[config.mk]
export PLATFORM = sky130hd
export DESIGN_NAME = msrv32_dmem_access_ctrl
export DESIGN_NICKNAME = d
export VERILOG_FILES = /design/src/rtl/msrv32_pkg.sv /design/src/rtl/msrv32_store_lane_gen.sv /design/src/rtl/msrv32_dmem_access_ctrl.sv
export SDC_FILE = /design/constraint.sdc
export NUM_CORES = 1
export LEC_CHECK = 0
export ABC_AREA = 1
export CORE_MARGIN = 2
export CORE_UTILIZATION = 27
export DETAILED_ROUTE_END_ITERATION = 6
export SLEW_MARGIN = 20
export SYNTH_ARGS = -nofsm -noshare
export SYNTH_HDL_FRONTEND = slang
export SYNTH_HIERARCHICAL = 1
export SYNTH_SLANG_ARGS = --single-unit
export TNS_END_PERCENT = 100
[constraint.sdc]
create_clock -name ms_riscv32_mp_clk_in -period 1.33 [get_ports ms_riscv32_mp_clk_in]
set_input_delay 0.266 -clock ms_riscv32_mp_clk_in [delete_from_list [all_inputs] [get_ports ms_riscv32_mp_clk_in]]
set_output_delay 0.266 -clock ms_riscv32_mp_clk_in [all_outputs]
set_load 0.01 [all_outputs]
[src/rtl/msrv32_pkg.sv]
// ============================================================================
// Module      : msrv32_pkg
// Description : Shared types and codes for the msrv32 data-memory access
//               controller: FSM state encoding, access size codes, AHB
//               response codes and a misalignment helper.
// Revision    : 1.0 - initial release
// ============================================================================
`default_nettype none

package msrv32_pkg;

    typedef enum logic [2:0] {
        ST_IDLE = 3'd0,
        ST_ADDR = 3'd1,
        ST_DATA = 3'd2,
        ST_DONE = 3'd3,
        ST_ERR  = 3'd4
    } state_e;

    localparam logic [1:0] SZ_BYTE = 2'b00;
    localparam logic [1:0] SZ_HALF = 2'b01;
    localparam logic [1:0] SZ_WORD = 2'b10;

    localparam logic RESP_OKAY  = 1'b0;
    localparam logic RESP_ERROR = 1'b1;

    // Size code 2'b11 is treated as a word, so size[1] alone marks a word.
    function automatic logic is_misaligned(input logic [1:0] size,
                                           input logic [1:0] lsb);
        logic r;
        r = 1'b0;
        if (size == SZ_HALF)
            r = lsb[0];
        else if (size[1])
            r = (lsb != 2'b00);
        return r;
    endfunction

endpackage

`default_nettype wire

[src/rtl/msrv32_store_lane_gen.sv]
// ============================================================================
// Module      : msrv32_store_lane_gen
// Description : Combinational byte-lane mask and store-data replication.
//               Ports: size_i (access size), addr_lsb_i (address bits 1:0),
//                      rs2_i (store data), mask_o (byte enables),
//                      data_o (lane-replicated store data).
// Revision    : 1.0 - initial release
// ============================================================================
`default_nettype none

module msrv32_store_lane_gen
    import msrv32_pkg::*;
#(
    parameter int XLEN = 32
) (
    input  logic [1:0]      size_i,
    input  logic [1:0]      addr_lsb_i,
    input  logic [XLEN-1:0] rs2_i,
    output logic [3:0]      mask_o,
    output logic [XLEN-1:0] data_o
);

    always_comb begin
        mask_o = 4'b1111;
        data_o = rs2_i;
        case (size_i)
            SZ_BYTE: begin
                mask_o = 4'b0001 << addr_lsb_i;
                data_o = {(XLEN/8){rs2_i[7:0]}};
            end
            SZ_HALF: begin
                // A misaligned half drops addr[0] and lands on its half-word.
                mask_o = 4'b0011 << {addr_lsb_i[1], 1'b0};
                data_o = {(XLEN/16){rs2_i[15:0]}};
            end
            default: begin
                mask_o = 4'b1111;
                data_o = rs2_i;
            end
        endcase
    end

endmodule

`default_nettype wire

[src/rtl/msrv32_dmem_access_ctrl.sv]
// ============================================================================
// Module      : msrv32_dmem_access_ctrl
// Description : Load/store sequencer for the msrv32 AHB-style data bus.
//               Latches a request, issues one address phase, waits out the
//               data phase, captures read data and reports completion, bus
//               errors and timeouts. Stalls the pipeline while busy.
//               Ports: execute-stage request (load/store_req_in, iadder_in,
//                      load_size_in, rs2_in); bus side (dmaddr/dmdata/
//                      dmwr_req/dmrd_req/dmwr_mask out, hready/ahb_resp/
//                      dmdata in); load-unit side (lu_* out); status
//                      (lsu_stall_out, bus_err_out, timeout_out).
//               Optional: MSRV32_MISALIGN_TRAP_EN adds misaligned_out and
//                      traps misaligned half/word accesses without a bus
//                      cycle.
// Revision    : 1.0 - initial release
// ============================================================================
`default_nettype none

module msrv32_dmem_access_ctrl
    import msrv32_pkg::*;
#(
    parameter int XLEN           = 32,
    parameter int TIMEOUT_CYCLES = 16,
    parameter int TO_CNT_W       = $clog2(TIMEOUT_CYCLES + 1)
) (
    input  logic            ms_riscv32_mp_clk_in,
    input  logic            ms_riscv32_mp_rst_in,
    input  logic            load_req_in,
    input  logic            store_req_in,
    input  logic [XLEN-1:0] iadder_in,
    input  logic [1:0]      load_size_in,
    input  logic [XLEN-1:0] rs2_in,
    output logic [XLEN-1:0] ms_riscv32_mp_dmaddr_out,
    output logic [XLEN-1:0] ms_riscv32_mp_dmdata_out,
    output logic            ms_riscv32_mp_dmwr_req_out,
    output logic            ms_riscv32_mp_dmrd_req_out,
    output logic [3:0]      ms_riscv32_mp_dmwr_mask_out,
    input  logic            ms_riscv32_mp_hready_in,
    input  logic            ahb_resp_in,
    input  logic [XLEN-1:0] ms_riscv32_mp_dmdata_in,
    output logic [XLEN-1:0] lu_data_out,
    output logic [1:0]      lu_addr_1_to_0_out,
    output logic [1:0]      lu_size_out,
    output logic            lu_valid_out,
    output logic            lsu_stall_out,
    output logic            bus_err_out,
`ifdef MSRV32_MISALIGN_TRAP_EN
    output logic            misaligned_out,
`endif
    output logic            timeout_out
);

    // Counter value in the last ADDR/DATA cycle allowed before abort.
    localparam logic [TO_CNT_W-1:0] C_TO_LAST = TO_CNT_W'(TIMEOUT_CYCLES - 1);

    state_e              state_q, state_d;
    logic [XLEN-1:0]     addr_q, addr_d;
    logic [1:0]          size_q, size_d;
    logic                is_store_q, is_store_d;
    logic [3:0]          mask_q, mask_d;
    logic [XLEN-1:0]     wdata_q, wdata_d;
    logic [XLEN-1:0]     lu_data_q, lu_data_d;
    logic [TO_CNT_W-1:0] to_cnt_q, to_cnt_d;
    logic                to_flag_q, to_flag_d;
`ifdef MSRV32_MISALIGN_TRAP_EN
    logic                misalign_q, misalign_d;
`endif

    logic                w_req;
    logic                w_req_store;
    logic [3:0]          w_lane_mask;
    logic [XLEN-1:0]     w_lane_data;

    assign w_req       = load_req_in | store_req_in;
    // A simultaneous load and store keeps the load.
    assign w_req_store = store_req_in & ~load_req_in;

    msrv32_store_lane_gen #(
        .XLEN (XLEN)
    ) u_lane_gen (
        .size_i     (load_size_in),
        .addr_lsb_i (iadder_in[1:0]),
        .rs2_i      (rs2_in),
        .mask_o     (w_lane_mask),
        .data_o     (w_lane_data)
    );

    always_ff @(posedge ms_riscv32_mp_clk_in) begin
        if (ms_riscv32_mp_rst_in) begin
            state_q    <= ST_IDLE;
            addr_q     <= '0;
            size_q     <= '0;
            is_store_q <= 1'b0;
            mask_q     <= '0;
            wdata_q    <= '0;
            lu_data_q  <= '0;
            to_cnt_q   <= '0;
            to_flag_q  <= 1'b0;
`ifdef MSRV32_MISALIGN_TRAP_EN
            misalign_q <= 1'b0;
`endif
        end else begin
            state_q    <= state_d;
            addr_q     <= addr_d;
            size_q     <= size_d;
            is_store_q <= is_store_d;
            mask_q     <= mask_d;
            wdata_q    <= wdata_d;
            lu_data_q  <= lu_data_d;
            to_cnt_q   <= to_cnt_d;
            to_flag_q  <= to_flag_d;
`ifdef MSRV32_MISALIGN_TRAP_EN
            misalign_q <= misalign_d;
`endif
        end
    end

    always_comb begin
        state_d    = state_q;
        addr_d     = addr_q;
        size_d     = size_q;
        is_store_d = is_store_q;
        mask_d     = mask_q;
        wdata_d    = wdata_q;
        lu_data_d  = lu_data_q;
        to_cnt_d   = to_cnt_q;
        to_flag_d  = to_flag_q;
`ifdef MSRV32_MISALIGN_TRAP_EN
        misalign_d = misalign_q;
`endif
        case (state_q)
            ST_IDLE: begin
                if (w_req) begin
                    addr_d     = iadder_in;
                    size_d     = load_size_in;
                    is_store_d = w_req_store;
                    mask_d     = w_req_store ? w_lane_mask : 4'b0000;
                    wdata_d    = w_lane_data;
                    to_cnt_d   = '0;
                    to_flag_d  = 1'b0;
                    state_d    = ST_ADDR;
`ifdef MSRV32_MISALIGN_TRAP_EN
                    misalign_d = is_misaligned(load_size_in, iadder_in[1:0]);
                    if (misalign_d)
                        state_d = ST_ERR;
`endif
                end
            end
            ST_ADDR: begin
                to_cnt_d = to_cnt_q + 1'b1;
                // Moving to DATA is not a completion, so the timeout wins.
                if (to_cnt_q == C_TO_LAST) begin
                    state_d   = ST_ERR;
                    to_flag_d = 1'b1;
                end else if (ms_riscv32_mp_hready_in) begin
                    state_d = ST_DATA;
                end
            end
            ST_DATA: begin
                to_cnt_d = to_cnt_q + 1'b1;
                // A response arriving in the final cycle still completes.
                if (ms_riscv32_mp_hready_in) begin
                    if (ahb_resp_in == RESP_OKAY) begin
                        if (!is_store_q)
                            lu_data_d = ms_riscv32_mp_dmdata_in;
                        state_d = ST_DONE;
                    end else begin
                        state_d = ST_ERR;
                    end
                end else if (to_cnt_q == C_TO_LAST) begin
                    state_d   = ST_ERR;
                    to_flag_d = 1'b1;
                end
            end
            ST_DONE: state_d = ST_IDLE;
            ST_ERR:  state_d = ST_IDLE;
            default: state_d = ST_IDLE;
        endcase
    end

    assign ms_riscv32_mp_dmaddr_out    = {addr_q[XLEN-1:2], 2'b00};
    assign ms_riscv32_mp_dmdata_out    = wdata_q;
    assign ms_riscv32_mp_dmwr_mask_out = mask_q;
    assign ms_riscv32_mp_dmrd_req_out  = (state_q == ST_ADDR) & ~is_store_q;
    assign ms_riscv32_mp_dmwr_req_out  = (state_q == ST_ADDR) &  is_store_q;

    assign lu_data_out        = lu_data_q;
    assign lu_addr_1_to_0_out = addr_q[1:0];
    assign lu_size_out        = size_q;
    assign lu_valid_out       = (state_q == ST_DONE) & ~is_store_q;
    assign timeout_out        = (state_q == ST_ERR) & to_flag_q;

    // A request seen while reset is held is discarded, so it must not stall.
    assign lsu_stall_out = ((state_q == ST_IDLE) & w_req & ~ms_riscv32_mp_rst_in)
                         | (state_q == ST_ADDR)
                         | (state_q == ST_DATA);

`ifdef MSRV32_MISALIGN_TRAP_EN
    assign misaligned_out = (state_q == ST_ERR) &  misalign_q;
    assign bus_err_out    = (state_q == ST_ERR) & ~misalign_q;
`else
    assign bus_err_out    = (state_q == ST_ERR);
`endif

endmodule

`default_nettype wire

==> results of run 1 <==
stage by stage:
| step | setup TNS [ns] | total power (uW) | setup WS, ns | cells | hold slack (ns) |
|---|---|---|---|---|---|
| final | -6.62 | 16300 | -0.195 | 1180 | 0.342 |
| after detailed placement | -55.36 | 9300 | -0.627 | 1126 | 0.456 |
| after global routing | -12.48 | 17100 | -0.265 | 1180 | 0.344 |
| after global placement | -53.77 | 9260 | -0.632 | 1126 | 0.451 |
| after CTS | -8.16 | 13300 | -0.228 | 1168 | 0.336 |
| after floorplan | 0 | 6890 | 0.00816 | 696 | 0.409 |
cells in the final DEF, fill, tap and decap left out, types with 2 or more instances in the layout:
master / count
dfxtp_4: 3
inv_2: 2
conb_1: 2
dfxtp_2: 17
nand2_1: 162
o21ai_1: 10
inv_4: 3
clkdlybuf4s15_1: 22
dfxtp_1: 92
o21ai_0: 3
clkbuf_2: 9
clkbuf_1: 2
nand3_1: 10
nor2_1: 46
buf_16: 6
nand3_2: 16
buf_4: 30
buf_8: 6
clkbuf_16: 21
nand4_1: 4
nand2_4: 68
nor2_4: 6
a21oi_2: 63
clkdlybuf4s50_1: 100
inv_1: 43
a21oi_1: 17
buf_6: 9
nand3_4: 3
buf_12: 16
buf_2: 6
nor2_2: 27
nand2_2: 40
dlygate4sd2_1: 72
ha_4: 2
cell usage after synthesis:
library cell,count
clkinv_1,1
o22ai_1,1
a21oi_1,80
ha_1,2
nor2_4,2
buf_2,11
clkbuf_1,14
nor4_1,1
buf_4,16
conb_1,1
buf_12,1
inv_2,3
nand4_1,4
o21ai_0,4
nand2_1,270
or2_2,1
nor3_1,1
buf_6,6
nand3_1,11
dfxtp_1,112
nand3_2,17
nor2_2,3
inv_1,46
o21ai_1,10
nor2_1,74
buf_1,2
nand3_4,1
repair_timing:
| item | CTS | global route |
|---|---|---|
| pin swaps | 27 | 96 |
| setup endpoints to repair | 213 | 114 |
| hold endpoints to repair | 0 | 0 |
| gates resized for setup | 209 | 323 |
| setup buffers | 14 | 7 |
| cloned | 13 | 15 |
| hold buffers | 0 | 0 |
cell families (layout without fill, tap and decap cells):
kind of cell | Yosys count | after routing | share of synthesized area, %
simple gates | 385 | 385 | 33.2
flops | 112 | 112 | 46.0
buf+inv | 100 | 355 | 10.5
compound gates | 95 | 95 | 9.78
fa+ha+maj | 2 | 2 | 0.513
other cells | 1 | 2 | 0.0769
cell type report:
class / count / area share, %
inverter: 50 / 2.36
clock buffer: 12 / 2.63
timing repair buffer: 289 / 33.5
sequential: 112 / 24.3
timing repair inverter: 1 / 0.120
multi-input combinational: 484 / 33.5
tap: 229 / 3.06
clock inverter: 3 / 0.454
registers in the layout, summed over array words and instances, names as in the netlist:
signal / flops
is_store_q: 1
lu_data_out: 32
to_cnt_q: 5
ms_riscv32_mp_dmdata_out: 32
addr_q: 32
state_q: 3
ms_riscv32_mp_dmwr_mask_out: 4
lu_size_out: 2
to_flag_q: 1
tightest hold or removal path: stages:
cell,delay (ns)
buf_2,0.15
buf_4,0.19
a21oi_2,0.04
where the power goes:
part	switching, uW	leakage (uW)	internal, uW
Clock	1270	0.000139	1500
Sequential	590	0.000924	4020
Combinational	4420	0.00343	4500
layer usage:
metal,GRT usage [%],up-vias,share of wire (%)
li1,-,2653,-
met1,22.8,2439,43
met2,29.2,181,49
met3,5.16,18,6.8
met4,4.62,0,1.3
met5,0,-,0
final timing paths:
kind               endpoint  depth (start not counted)                  from
min              addr_q[29]                          3  ms_riscv32_mp_rst_in
min reg2reg       addr_q[1]                          2             addr_q[1]
max           lsu_stall_out                          4            state_q[0]
max reg2reg  lu_data_out[1]                          9            state_q[2]
==> metrics.md, run 1 <==
| Metric | Value |
|---|---|
| Top cell type by total area after synthesis | dfxtp_1 |
| Post-detail-place hpwl | 10.6 mm |
| Wirelength, routed | 19.2 mm |
| Slew margin rel. | 66.0% |
| Leak Pwr | 0.00449 uW |
| CTS tree | built |
| Worst Hold Class | input pin to flop |
| Ant. Diodes | 0 |
| Setup Skew | 0.00527 ns |
| PD cells | 1740 mW/mm^2 |
| Final setup viols | 97 |
| Final RePlAce weighted congestion | 0.790 |
| Max-slew violations | 0 |
| Failing checks | setup timing |
| Netlist cell types | 27 |
| Critical Path Fanout Max | 5 |
| CORE AREA | 0.0178 sq mm |
| Worst Slack Setup Final | -0.195 ns |
| Via Count | 5291 |
| Final net count | 1053 |
| Syn Inst Count | 695 |
| Clock latency on the worst-skew pair | 0.35 ns |
| CTS max path bufs | 2 |
| Die area | 0.0192 sq mm |
| Worst vdd ir | 736 uV |
| First-pass GRT wire length | 27.0 mm |
| Root buffer cell | clkbuf_16 |
| Status | complete, but fails checks |
| Overall routing resource usage | 17.7% |
| Area post-placement | 0.00736 sq mm |
| CP Cell Sequence | nor2_4 > nand3_4 > o21ai_4 > buf_6 |
| Worst Path Buf+Inv | 1 |
| Area of the multi-input gates | 0.00314 sq mm |
| Crit share post-route | 115% |
| CP required | 1.06 ns |
| Area delta synth->final | 92.1% |
| Wire per inst | 16.2 um |
| Initial Util | 27.3% |
| Max H-tree Level | 3 |
| RSZ-0062 raised after global routing | true |
| Yosys top cell area share | 46.0% |
| Input/output buffers | 211 |
| Rows | 49 |
| Maximum clock rate | 656 MHz |
| Gr ovfl total | 0 |
| First-pass iteration count of the detailed router | 4 |
| Sink Count | 112 |
| Ys Warns | 6 |
| Mean cell area of the mapped netlist | 7.02 sq um |
| Type of origin of the critical path | flop |
| Inserted Clock Buffers | 9 |
| Maximum number of pins on one net before global-route repair | 75 |
| Critical path's slowest cell | dfxtp_4 |
| Reg area | 0.00227 sq mm |
| Critical path class | flop to output pin |
| Max_cap viols | 0 |
| DRC | 0 |
| Seq/Total Area, Yosys | 46.0% |
| Layout cells sized above 1 | 38.2% |
| Fill cells | 1672 |
| CP endpoint kind | output pin |
| Synth Register Bits | 112 |
| Number of global-route vias before repair | 4907 |
| Delay-heaviest family, CP | flip-flops |
| Die Span Y | 138 um |
| Top Ports | 214 |
| Slew at the pin closest to its max-slew limit | 0.510 ns |
| Top cells by area, synth | dfxtp_1 46%, nand2_1 21%, a21oi_1 8.2% |
| Worst path max stage delay | 0.37 ns |
| Post-synthesis cell area | 0.00488 sq mm |
| Final instance area | 0.00937 sq mm |
| Data arrival, critical path | 1.26 ns |
| Period minus WS final | 1.53 ns |
| Antenna Nets Post-Route | 0 |
| R2R Setup Slk | -0.12 ns |
| Die Wd | 138 um |
| Worst-path clk slew | 0.07 ns |
| Post-DR vias/cell | 4.48 |
| Utilization after layout | 52.5% |
| Initial antenna violation count | 0 |
| Final hold vios | 0 |
| DRT iter0 DRCs | 212 |
(Power assumes the default switching activity.)
==> run 2: changes to the inputs <==
CTS_BUF_LIST = sky130_fd_sc_hd__clkbuf_16   (was not set)
==> run 2 against run 1 <==
Effect of this change:
- final area barely moved
- register-to-register slack worse by 0.02 ns
- largest cell class unchanged
- worst hold slack got worse by 0.0067 ns
- combinational power barely moved
- critical endpoint unchanged
- worst setup slack improved by 0.00098 ns
- the run still ends with setup timing left
- flip-flop and latch count stayed put
- fmax is essentially flat
==> metrics.md, run 2 (synthesized netlist as in run 1, its figures left out) <==
| Metric | Value |
|---|---|
| Input/output buffers | 211 (unchanged) |
| Maximum number of pins on one net before global-route repair | 75 (unchanged) |
| Final hold vios | 0 (unchanged) |
| Worst-path clk slew | 0.07 ns (about the same) |
| Post-detail-place hpwl | 10.6 mm (unchanged) |
| Root buffer cell | clkbuf_16 |
| Max_cap viols | 0 (unchanged) |
| Worst Slack Setup Final | -0.194 ns (+0.000979 ns) |
| Hold_sp | ms_riscv32_mp_rst_in |
| First-pass GRT wire length | 27.0 mm (-0.23%) |
| CTS tree | built |
| Rows | 49 (unchanged) |
| Data arrival, critical path | 1.26 ns (about the same) |
| Period minus WS final | 1.52 ns (-0.000979 ns) |
| Crit share post-route | 115% (about the same) |
| Top Ports | 214 (unchanged) |
| Fill cells | 1683 (+0.66%) |
| PD cells | 1730 mW/mm^2 (-0.35%) |
| Initial antenna violation count | 0 (unchanged) |
| WHS Endpoint | addr_q[26] |
| Failing checks | setup timing |
| Final net count | 1053 (unchanged) |
| Gr ovfl total | 0 (unchanged) |
| Ant. Diodes | 0 (unchanged) |
| Max-slew violations | 0 (unchanged) |
| FF-to-FF path depth | 9 (unchanged) |
| Maximum clock rate | 656 MHz (about the same) |
| CORE AREA | 0.0178 sq mm (unchanged) |
| Number of global-route vias before repair | 4915 (+0.16%) |
| RR Endpoint | lu_data_out[5] |
| Crit path from | state_q[0] |
| Initial Util | 27.3% (unchanged) |
| CTS max path bufs | 2 (unchanged) |
| CP endpoint kind | output pin |
| Die Span Y | 138 um (unchanged) |
| Clock latency on the worst-skew pair | 0.36 ns (about the same) |
| Antenna Nets Post-Route | 0 (unchanged) |
| Type of origin of the critical path | flop |
| RSZ-0062 raised after global routing | true |
| Critical path class | flop to output pin |
| DRT iter0 DRCs | 262 (+24%) |
| Commonest non-fill, non-tap cell in the layout | nand2_1 |
| Inserted Clock Buffers | 9 (unchanged) |
| Most frequent cells in the layout | 173 x nand2_1, 100 x clkdlybuf4s50_1, 92 x dfxtp_1, 67 x nand2_4, 67 x dlygate4sd2_1 |
| Post-DR vias/cell | 4.51 (+0.55%) |
| Worst Hold Class | input pin to flop |
| Worst Hold Path Cells | 3 (unchanged) |
| Setup Skew | 0.00821 ns (+0.00294 ns) |
| R2R Setup Slk | -0.14 ns (-0.02 ns) |
| Sink Count | 112 (unchanged) |
| Layout cells sized above 1 | 37.5% (-0.63 points) |
| Die area | 0.0192 sq mm (unchanged) |
| Max H-tree Level | 3 (unchanged) |
| Via Count | 5320 (+0.55%) |
| Final RePlAce weighted congestion | 0.790 (unchanged) |
| Utilization after layout | 52.5% (about the same) |
| Worst vdd ir | 849 uV (+15%) |
| First-pass iteration count of the detailed router | 6 (+2) |
| Leak Pwr | 0.00448 uW (-0.31%) |
| Dpl cells | 1126 (unchanged) |
| Setup_tns | -6.98 ns (-0.364 ns) |
| Slew margin rel. | 62.3% (-3.7 points) |
| CP required | 1.06 ns (about the same) |
| Status | complete, but fails checks |
| Die Wd | 138 um (unchanged) |
| Worst r2r src | state_q[2] |
| Area of the multi-input gates | 0.00314 sq mm (-0.12%) |
| Area delta synth->final | 92.2% (about the same) |
| Critical Path Fanout Max | 5 (unchanged) |
| Wirelength, routed | 19.3 mm (+0.98%) |
| Overall routing resource usage | 17.7% (about the same) |
| Wire per inst | 16.4 um (+0.98%) |
| Reg area | 0.00227 sq mm (unchanged) |
| DRC | 0 (unchanged) |
| Final setup viols | 96 (-1.0%) |
| Layout Cells excl Fill | 1180 (unchanged) |
| Slew at the pin closest to its max-slew limit | 0.566 ns (+0.0560 ns) |
-- run 2: area by class of cell --
class,count,area share [%]
clock buffer,9,2.40
timing repair inverter,1,0.120
sequential,112,24.3
tap,229,3.06
multi-input combinational,484,33.5
clock inverter,6,0.574
inverter,50,2.36
timing repair buffer,289,33.7
-- run 2: worst max-delay path, stage by stage (launching register included) --
cell and delay (ns):
dfxtp_4 0.37, nor2_4 0.16, inv_2 0.10, nand2_4 0.10
o21ai_4 0.06, buf_6 0.12
-- run 2: worst max path at each step --
stage / to / slack [ns] / cells past startpoint
2_1_floorplan: lsu_stall_out / 0.008 / 5
3_3_place_gp: lsu_stall_out / -0.63 / 6
3_5_place_dp: lsu_stall_out / -0.63 / 6
4_1_cts: ms_riscv32_mp_dmrd_req_out / -0.23 / 5
5_1_grt: ms_riscv32_mp_dmrd_req_out / -0.26 / 5
6_report: lsu_stall_out / -0.19 / 5
-- run 2: routing by layer --
metal,wire length (um),track usage [%],vias up,share of wire [%]
li1,-,-,2652,-
met1,8240,22.6,2453,43
met2,9430,29.3,198,49
met5,0,0,-,0
met3,1340,5.20,17,6.9
met4,327,4.73,0,1.7
-- run 2: what timing repair did --
action	4_1_cts	5_1_grt
endpoints found under the setup margin	213	115
hold buffers	0	0
setup buffers	13	6
gates cloned	12	15
pin swaps	18	96
resized for setup	188	346
endpoints found under the hold margin	0	0
-- run 2: power by group --
group / switching, uW / internal [uW]
clock network: 1260 / 1430
registers: 608 / 4020
logic: 4450 / 4490
-- run 2: through the flow --
step	worst slack [ns]	power, uW	hold slack, ns	area [sq um]
after global routing	-0.262	17100	0.339	9370
after CTS	-0.227	13200	0.336	8140
after global placement	-0.632	9260	0.451	7360
after detailed placement	-0.627	9300	0.456	7360
after floorplan	0.00816	6890	0.409	4900
final	-0.194	16300	0.335	9370
==> run 3: changes to the inputs <==
GPL_TIMING_DRIVEN = 0   (was not set)
==> run 3 against run 2 <==
Effect of this change:
- the run still ends with setup timing left
- global-route usage is 0.14 points higher
- final cell count increased by 1.9%
- fmax is 12% lower
- critical path depth increased by 1
- clock skew rose by 0.0017 ns
- routed wire length is 10% lower
- worst hold slack better by 0.11 ns
- worst setup slack got worse by 0.20 ns
- via count fell by 0.55%
- critical path type unchanged
- highest routed layer unchanged
==> metrics.md, run 3 (synthesized netlist as in run 1, its figures left out) <==
| Metric | Value |
|---|---|
| Most frequent cells in the layout | 231 x nand2_1, 105 x dfxtp_1, 99 x clkdlybuf4s50_1, 97 x dlygate4sd2_1, 68 x nor2_1 |
| Wl on met1 | 7.32 mm (-11%) |
| Worst-path clk slew | 0.07 ns (about the same) |
| Status | complete, but fails checks |
| Gr ovfl total | 0 (unchanged) |
| Final setup viols | 111 (+16%) |
| Worst Hold Class | input pin to flop |
| First-pass iteration count of the detailed router | 4 (-2) |
| Root buffer cell | clkbuf_16 |
| Top Ports | 214 (unchanged) |
| Final RePlAce weighted congestion | 0.802 (+1.5%) |
| # hold bufs at CTS | 0 (unchanged) |
| Die area | 0.0192 sq mm (unchanged) |
| PD cells | 1720 mW/mm^2 (-1.1%) |
| Initial antenna violation count | 0 (unchanged) |
| Overall routing resource usage | 17.8% (+0.14 points) |
| Max Used Layer | met4 |
| Commonest non-fill, non-tap cell in the layout | nand2_1 |
| Total power | 14800 uW (-9.1%) |
| Input/output buffers | 210 (-0.47%) |
| Maximum number of pins on one net before global-route repair | 19 (-75%) |
| Crit share post-route | 130% (+15 points) |
| Worst Hold Path Cells | 4 (+1) |
| Final net count | 1075 (+2.1%) |
| Met2 routed WL | 8.29 mm (-12%) |
| Ant. Diodes | 0 (unchanged) |
| Max H-tree Level | 3 (unchanged) |
| CP required | 1.06 ns (about the same) |
| R2R Setup Slk | -0.37 ns (-0.23 ns) |
| Max-slew violations | 0 (unchanged) |
| Post-detail-place hpwl | 12.0 mm (+13%) |
| Area post-placement | 0.00729 sq mm (-0.87%) |
| Die Wd | 138 um (unchanged) |
| Clock latency on the worst-skew pair | 0.36 ns (about the same) |
| Met3 wire length | 1.46 mm (+9.4%) |
| Inserted Clock Buffers | 9 (unchanged) |
| Max_cap viols | 0 (unchanged) |
| Setup Skew | 0.00991 ns (+0.00170 ns) |
| Dpl cells | 1135 (+0.80%) |
| WHS Endpoint | state_q[1] |
| Layout cells sized above 1 | 23.3% (-14 points) |
| Type of origin of the critical path | flop |
| Rows | 49 (unchanged) |
| FF-to-FF path depth | 11 (+2) |
| RSZ-0062 raised after global routing | true |
| Worst r2r src | state_q[0] |
| Die Span Y | 138 um (unchanged) |
| Area delta synth->final | 76.6% |
| First-pass GRT wire length | 27.4 mm (+1.5%) |
| Wirelength, routed | 17.4 mm (-10%) |
| Failing checks | setup timing |
| Sink Count | 112 (unchanged) |
| Leak Pwr | 0.00405 uW (-9.6%) |
| Worst vdd ir | 866 uV (+2.1%) |
| Initial Util | 27.3% (unchanged) |
| Post-DR vias/cell | 4.40 (-2.4%) |
| CTS tree | built |
| Hold_sp | ms_riscv32_mp_hready_in |
| Slew at the pin closest to its max-slew limit | 0.626 ns (+0.0603 ns) |
| Layout Cells excl Fill | 1203 (+1.9%) |
| Final instance area | 0.00861 sq mm (-8.1%) |
| Critical Path Fanout Max | 7 (+2) |
| WHS | 0.448 ns (+0.113 ns) |
| CTS max path bufs | 2 (unchanged) |
| Antenna Nets Post-Route | 0 (unchanged) |
| Maximum clock rate | 579 MHz (-12%) |
| Number of global-route vias before repair | 5184 (+5.5%) |
| Via Count | 5291 (-0.55%) |
| CP endpoint kind | output pin |
| DRT iter0 DRCs | 144 (-45%) |
| CORE AREA | 0.0178 sq mm (unchanged) |
| Fill cells | 1818 (+8.0%) |
| Worst Slack Setup Final | -0.397 ns (-0.203 ns) |
| Data arrival, critical path | 1.46 ns (+0.20 ns) |
| Wire per inst | 14.5 um (-12%) |
| Final hold vios | 0 (unchanged) |
| Setup_tns | -24.69 ns (-17.71 ns) |
| RR Endpoint | ms_riscv32_mp_dmdata_out[11] |
| Period minus WS final | 1.73 ns (+0.203 ns) |
| Slew margin rel. | 58.3% (-4.0 points) |
| DRC | 0 (unchanged) |
| Critical path class | flop to output pin |
## run 3: timing repair
action                                  in CTS  in global routing
setup buffers                               31                 17
pin swaps                                   12                 19
endpoints found under the setup margin     202                119
gates resized for setup                    219                107
cloned                                       8                  4
## run 3: worst max path at each step
stage / to / depth (start not counted) / from / slack [ns]
floorplan: lsu_stall_out / 5 / state_q[0] / 0.008
global placement: lsu_stall_out / 8 / store_req_in / -1.15
detailed placement: lsu_stall_out / 8 / load_req_in / -1.15
CTS: lsu_stall_out / 6 / state_q[1] / -0.39
global route: lsu_stall_out / 6 / state_q[0] / -0.47
finish: lsu_stall_out / 6 / state_q[0] / -0.40
## run 3: area by class of cell
type	count	area, sq um	share of cell area (%)
Timing Repair Buffer	263	2610	30.4
Multi-Input combinational cell	484	2460	28.5
Sequential cell	112	2260	26.2
Buffer	49	497	5.77
Tap cell	229	287	3.33
Clock buffer	9	225	2.62
Inverter	50	203	2.35
Clock inverter	7	71.3	0.828
## run 3: through the flow
step	worst slack, ns	utilization, %
final	-0.397	48.3
after global routing	-0.467	48.3
after CTS	-0.394	46.1
after detailed placement	-1.15	40.9
after global placement	-1.15	40.9
after floorplan	0.00816	-
## run 3: report_power, final
| part | switching (uW) | total (uW) | internal [uW] |
|---|---|---|---|
| Clock | 1310 | 2770 | 1470 |
| Sequential | 406 | 4400 | 3990 |
| Combinational | 3440 | 7600 | 4150 |
## run 3: metal layers
metal | up-vias | GRT usage [%]
li1 | 2699 | -
met5 | - | 0
met2 | 175 | 29.4
met3 | 16 | 6.86
met1 | 2401 | 21.7
met4 | 0 | 5.26
## run 3: worst max-delay path, stage by stage (launching register included)
cell     delay (ns)
dfxtp_4        0.38
nor2_4         0.14
nand3_4        0.08
buf_8          0.13
buf_8          0.11
o21ai_4        0.13
buf_6          0.13
